$ cat src/rtl/operand_triple_loader_pkg.sv
// Shared types for the operand triple loader: FSM state encoding and counter width.
package operand_loader_pkg;

  typedef enum logic [1:0] {IDLE, HAVE_A, HAVE_B, FULL} loader_state_t;

  localparam int unsigned CNT_W = 16;

endpackage

$ cat src/rtl/operand_triple_loader_if.sv
// Serial operand stream in, parallel a/b/c triple out, both with valid/ready handshakes.
interface operand_triple_loader_if #(
  parameter int unsigned WIDTH = 8
);
  logic [WIDTH-1:0] in_data;
  logic             in_valid;
  logic             in_ready;
  logic [WIDTH-1:0] out_a;
  logic [WIDTH-1:0] out_b;
  logic [WIDTH-1:0] out_c;
  logic             out_valid;
  logic             out_ready;

  modport slave (
    input  in_data, in_valid, out_ready,
    output in_ready, out_a, out_b, out_c, out_valid
  );

  modport master (
    output in_data, in_valid, out_ready,
    input  in_ready, out_a, out_b, out_c, out_valid
  );
endinterface

$ cat src/rtl/operand_triple_loader.sv
// Gathers three serial words (a, b, c) into one parallel triple for the AND stage.
// Optional OPERAND_TRIPLE_LOADER_CNT_EN adds a wrapping 16-bit transfer counter port.
module operand_triple_loader
  import operand_loader_pkg::*;
#(
  parameter int unsigned WIDTH = 8
) (
  input  logic                   clk,
  input  logic                   rst,
  input  logic                   clear,
  operand_triple_loader_if.slave bus
`ifdef OPERAND_TRIPLE_LOADER_CNT_EN
  ,
  output logic [CNT_W-1:0]       triple_count
`endif
);

  loader_state_t    r_state;
  loader_state_t    w_state_nxt;
  logic [WIDTH-1:0] r_slot_a;
  logic [WIDTH-1:0] r_slot_b;
  logic [WIDTH-1:0] r_slot_c;
  logic             w_in_ready;
  logic             w_accept;
  logic             w_xfer;
  logic             w_ld_a;
  logic             w_ld_b;
  logic             w_ld_c;

  always_comb begin
    w_in_ready  = (r_state != FULL) || bus.out_ready;
    w_accept    = bus.in_valid && w_in_ready;
    w_xfer      = (r_state == FULL) && bus.out_ready;
    w_ld_a      = 1'b0;
    w_ld_b      = 1'b0;
    w_ld_c      = 1'b0;
    w_state_nxt = r_state;
    // clear wins over any accept/transfer; the shown in_ready word is dropped
    if (clear) begin
      w_state_nxt = IDLE;
    end else begin
      unique case (r_state)
        IDLE: if (w_accept) begin
          w_ld_a      = 1'b1;
          w_state_nxt = HAVE_A;
        end
        HAVE_A: if (w_accept) begin
          w_ld_b      = 1'b1;
          w_state_nxt = HAVE_B;
        end
        HAVE_B: if (w_accept) begin
          w_ld_c      = 1'b1;
          w_state_nxt = FULL;
        end
        FULL: if (w_xfer) begin
          w_ld_a      = w_accept;
          w_state_nxt = w_accept ? HAVE_A : IDLE;
        end
        default: w_state_nxt = IDLE;
      endcase
    end
  end

  always_ff @(posedge clk or posedge rst) begin
    if (rst) begin
      r_state <= IDLE;
    end else begin
      r_state <= w_state_nxt;
    end
  end

  always_ff @(posedge clk or posedge rst) begin
    if (rst) begin
      r_slot_a <= '0;
      r_slot_b <= '0;
      r_slot_c <= '0;
    end else begin
      if (w_ld_a) r_slot_a <= bus.in_data;
      if (w_ld_b) r_slot_b <= bus.in_data;
      if (w_ld_c) r_slot_c <= bus.in_data;
    end
  end

  assign bus.in_ready  = w_in_ready;
  assign bus.out_valid = (r_state == FULL);
  assign bus.out_a     = r_slot_a;
  assign bus.out_b     = r_slot_b;
  assign bus.out_c     = r_slot_c;

`ifdef OPERAND_TRIPLE_LOADER_CNT_EN
  logic [CNT_W-1:0] r_count;

  always_ff @(posedge clk or posedge rst) begin
    if (rst) begin
      r_count <= '0;
    end else if (w_xfer && !clear) begin
      r_count <= r_count + 1'b1;
    end
  end

  assign triple_count = r_count;
`endif

endmodule

$ cat src/flat_wrapper.sv
// flat-port wrapper written by rule: the top's interface ports become plain ports
module operand_triple_loader_flat import operand_loader_pkg::*;
#(
  parameter int unsigned WIDTH = 8
)
  (clk, rst, clear, bus_in_data, bus_in_valid, bus_out_ready, bus_in_ready, bus_out_a, bus_out_b, bus_out_c, bus_out_valid);
  operand_triple_loader_if #(.WIDTH(WIDTH)) bus_i ();
  input  logic clk;
  input  logic rst;
  input  logic clear;
  input wire logic [$bits(bus_i.in_data)-1:0] bus_in_data;
  input wire logic [$bits(bus_i.in_valid)-1:0] bus_in_valid;
  input wire logic [$bits(bus_i.out_ready)-1:0] bus_out_ready;
  output wire logic [$bits(bus_i.in_ready)-1:0] bus_in_ready;
  output wire logic [$bits(bus_i.out_a)-1:0] bus_out_a;
  output wire logic [$bits(bus_i.out_b)-1:0] bus_out_b;
  output wire logic [$bits(bus_i.out_c)-1:0] bus_out_c;
  output wire logic [$bits(bus_i.out_valid)-1:0] bus_out_valid;
  assign bus_i.in_data = bus_in_data;
  assign bus_i.in_valid = bus_in_valid;
  assign bus_i.out_ready = bus_out_ready;
  assign bus_in_ready = bus_i.in_ready;
  assign bus_out_a = bus_i.out_a;
  assign bus_out_b = bus_i.out_b;
  assign bus_out_c = bus_i.out_c;
  assign bus_out_valid = bus_i.out_valid;
  operand_triple_loader #(.WIDTH(WIDTH)) u_core (.clk(clk), .rst(rst), .clear(clear), .bus(bus_i));
endmodule
$ cat config.mk
export PLATFORM = sky130hd
export DESIGN_NAME = operand_triple_loader_flat
export DESIGN_NICKNAME = d
export VERILOG_FILES = /design/src/rtl/operand_triple_loader_pkg.sv /design/src/rtl/operand_triple_loader_if.sv /design/src/rtl/operand_triple_loader.sv /design/src/flat_wrapper.sv
export SDC_FILE = /design/constraint.sdc
export NUM_CORES = 1
export LEC_CHECK = 0
export BUFFER_PORTS_ARGS = -buffer_cell sky130_fd_sc_hd__buf_2
export CORE_ASPECT_RATIO = 0.7
export CORE_MARGIN = 5
export CORE_UTILIZATION = 40
export CTS_CLUSTER_SIZE = 40
export DETAILED_ROUTE_END_ITERATION = 12
export GPL_ROUTABILITY_DRIVEN = 1
export PLACE_DENSITY = 0.66
export SLEW_MARGIN = 10
export SYNTH_ARGS = -nofsm -noshare
export SYNTH_HDL_FRONTEND = slang
export SYNTH_SLANG_ARGS = --single-unit
$ cat constraint.sdc
create_clock -name clk -period 2 [get_ports clk]
set_clock_uncertainty 0.1 [all_clocks]
set_input_delay 0.1 -clock clk [delete_from_list [all_inputs] [get_ports clk]]
set_output_delay 0.1 -clock clk [all_outputs]
set_load 0.01 [all_outputs]
==> out/summary.txt <==
status = completed
DP Wirelength = 1.70 mm
Startpoint Class = flip-flop
Slew Limit Headroom = 78.3%
CTS tree = done
sequential fraction of the synthesis area = 58.0%
overall power = 2180 uW
IO buf count = 38
die area = 3980 sq um
grt met3 use = 5.50%
Avg Cell Area, Syn = 15.1 sq um
Area growth, synth to finish = 35.7%
FF-to-FF Start = u_core.r_state[0]
Worst EP arrival = 1.95 ns
met1 GRT Util = 15.2%
setup TNS = 0 ns
crit path capture type = flip-flop
antenna-violating nets left = 0
Die X = 73.3 um
post-CTS setup buffer count = 0
CP max FO = 8
clk_lat worst skew = 0.27 ns
Placed Area = 1360 sq um
GR Overflow Total = 0
R2R cell count = 5
gpl congestion = 0.866
most frequent cells in the layout = buf_2 (38), dfrtp_1 (26), mux2_2 (24), dlygate4sd3_1 (10)
first-pass GRT wire length = 3.67 mm
Synth Cell Area = 1120 sq um
drc violations = 0
Lkg Pwr = 0.000753 uW
die height = 54.3 um
Seq cells post-synth = 26
max cap viols = 0
min-delay src = bus_out_ready
total CTS buffers = 3
vias after detailed routing = 782
WL final = 2.28 mm
worst slew pin tran = 0.326 ns
ys async rst share = 100%
Synth Instances = 74
Ys Warns = 0
Setup CP Type = reg -> reg
clk root buf = clkbuf_8
Initial Utilization = 40.9%
Yosys cell types = 18
Vias/cell = 4.80
Hold Crit Class = in -> reg
CP required = 2.06 ns
fin crit period = 1.89 ns
initial drt markers = 14
Top Usage Layer GRT = met2
vias in the first global route = 780
R2R Path End = u_core.bus.out_a[7]
pwr/cell area = 1430 nW/um^2
register-to-register setup slack = 0.11 ns
# rows = 16
Worst Hold Depth = 4
# diodes = 0
H-Tree Depth = 1
final worst path period share = 94.5%
share of post-route cells with drive strength above 1 = 57.5%
Synth Flop Type = dfrtp_1
global-route met2 utilization = 21.1%
fin. max-slew vios = 0
Synth Net Count = 91
io pins = 39
max frequency = 529 MHz
clock buffer depth = 2
unrepaired setup endpoints after global routing = no
commonest non-fill, non-tap cell in the layout = buf_2
largest net degree at the start of global routing = 27
Total Routing Usage GR = 12.7%
Final #Nets = 145
post-route cell area = 1520 sq um
Worst Setup SP = u_core.r_state[0]
Hold EP = u_core.r_state[0]
CTS Sinks = 26
final hold vios = 0
Reg clk slew, reported paths = 0.09 ns
EDFF count, synth = 0
wire per inst = 14.0 um
initial antenna violation count = 0
core area = 2740 sq um
Max VDD drop = 816 uV
Finish-stage setup viols = 0
iteration count of the initial detailed-routing pass = 4
[power breakdown]
part | total [uW] | internal, uW | switching (uW)
combinational | 933 | 498 | 435
sequential | 906 | 780 | 126
clock | 337 | 176 | 161
total | 2180 | 1450 | 722
[sequential cells by signal, indices dropped and copies added (netlist names)]
signal	count
u_core.bus.out_b	8
u_core.bus.out_c	8
u_core.r_state	2
u_core.bus.out_a	8
[cells in the mapped netlist, drive strengths merged, types with 2 or more instances]
cell     n  area share (%)
and2b    2             1.3
inv      4             1.3
mux2    25              25
ha       4             4.5
dfrtp   26              58
nand3    2             1.8
a211oi   2             1.3
[final cells by class]
class	count	area, sq um
multi-input cells	44	458
well taps	36	45.0
inverters	4	15.0
flip-flops and latches	26	651
repair buffers	49	298
clock buffers	4	55.1
fillers	236	1220
[worst max-delay path, stage by stage, from the launching register on]
cell      delay [ns]
dfrtp_1         0.41
inv_1           0.11
ha_1            0.25
mux2_2          0.28
nand3b_2        0.24
mux2_2          0.38
[worst max-delay path by stage]
| stage | endpoint | slack (ns) | depth (start not counted) |
|---|---|---|---|
| 6_report | u_core.bus.out_a[7] | 0.11 | 5 |
| 2_1_floorplan | u_core.bus.out_b[0] | 0.24 | 5 |
| 4_1_cts | u_core.bus.out_a[7] | 0.11 | 5 |
| 5_1_grt | u_core.bus.out_a[3] | 0.04 | 5 |
| 3_3_place_gp | u_core.bus.out_c[1] | 0.19 | 5 |
| 3_5_place_dp | u_core.bus.out_a[7] | 0.13 | 5 |
[what timing repair did]
action,CTS,global route
gates resized for setup,0,1
hold endpoints to repair,52,0
endpoints found under the setup margin,0,1
hold buffers,10,0
[per-stage QoR]
| step | util (%) | worst slack, ns | hold slack, ns | std cells |
|---|---|---|---|---|
| 2_1_floorplan | - | 0.241 | 0.0400 | 74 |
| 3_3_place_gp | 49.7 | 0.186 | 0.0642 | 149 |
| 3_5_place_dp | 49.7 | 0.126 | 0.0695 | 149 |
| 4_1_cts | 55.4 | 0.107 | 0.221 | 163 |
| 5_1_grt | 55.5 | 0.0365 | 0.238 | 163 |
| 6_report | 55.5 | 0.110 | 0.197 | 163 |
[cells by family (layout without fill, tap and decap cells)]
group / Yosys count / in the layout / share of synthesized area, %
flip-flops: 26 / 26 / 58.0
adder cells (fa/ha/maj): 4 / 4 / 4.46
AO/OA/AOI/OAI: 6 / 6 / 4.24
buffers and inverters: 4 / 57 / 1.34
multiplexers: 25 / 25 / 25.1
AND/OR/NAND/NOR: 9 / 9 / 6.81
[layer usage]
layer / wire length [um] / up-vias
li1: - / 374
met1: 934 / 380
met2: 1120 / 26
met3: 200 / 2
met4: 18 / 0
met5: 0 / -
(Power assumes the default switching activity.)
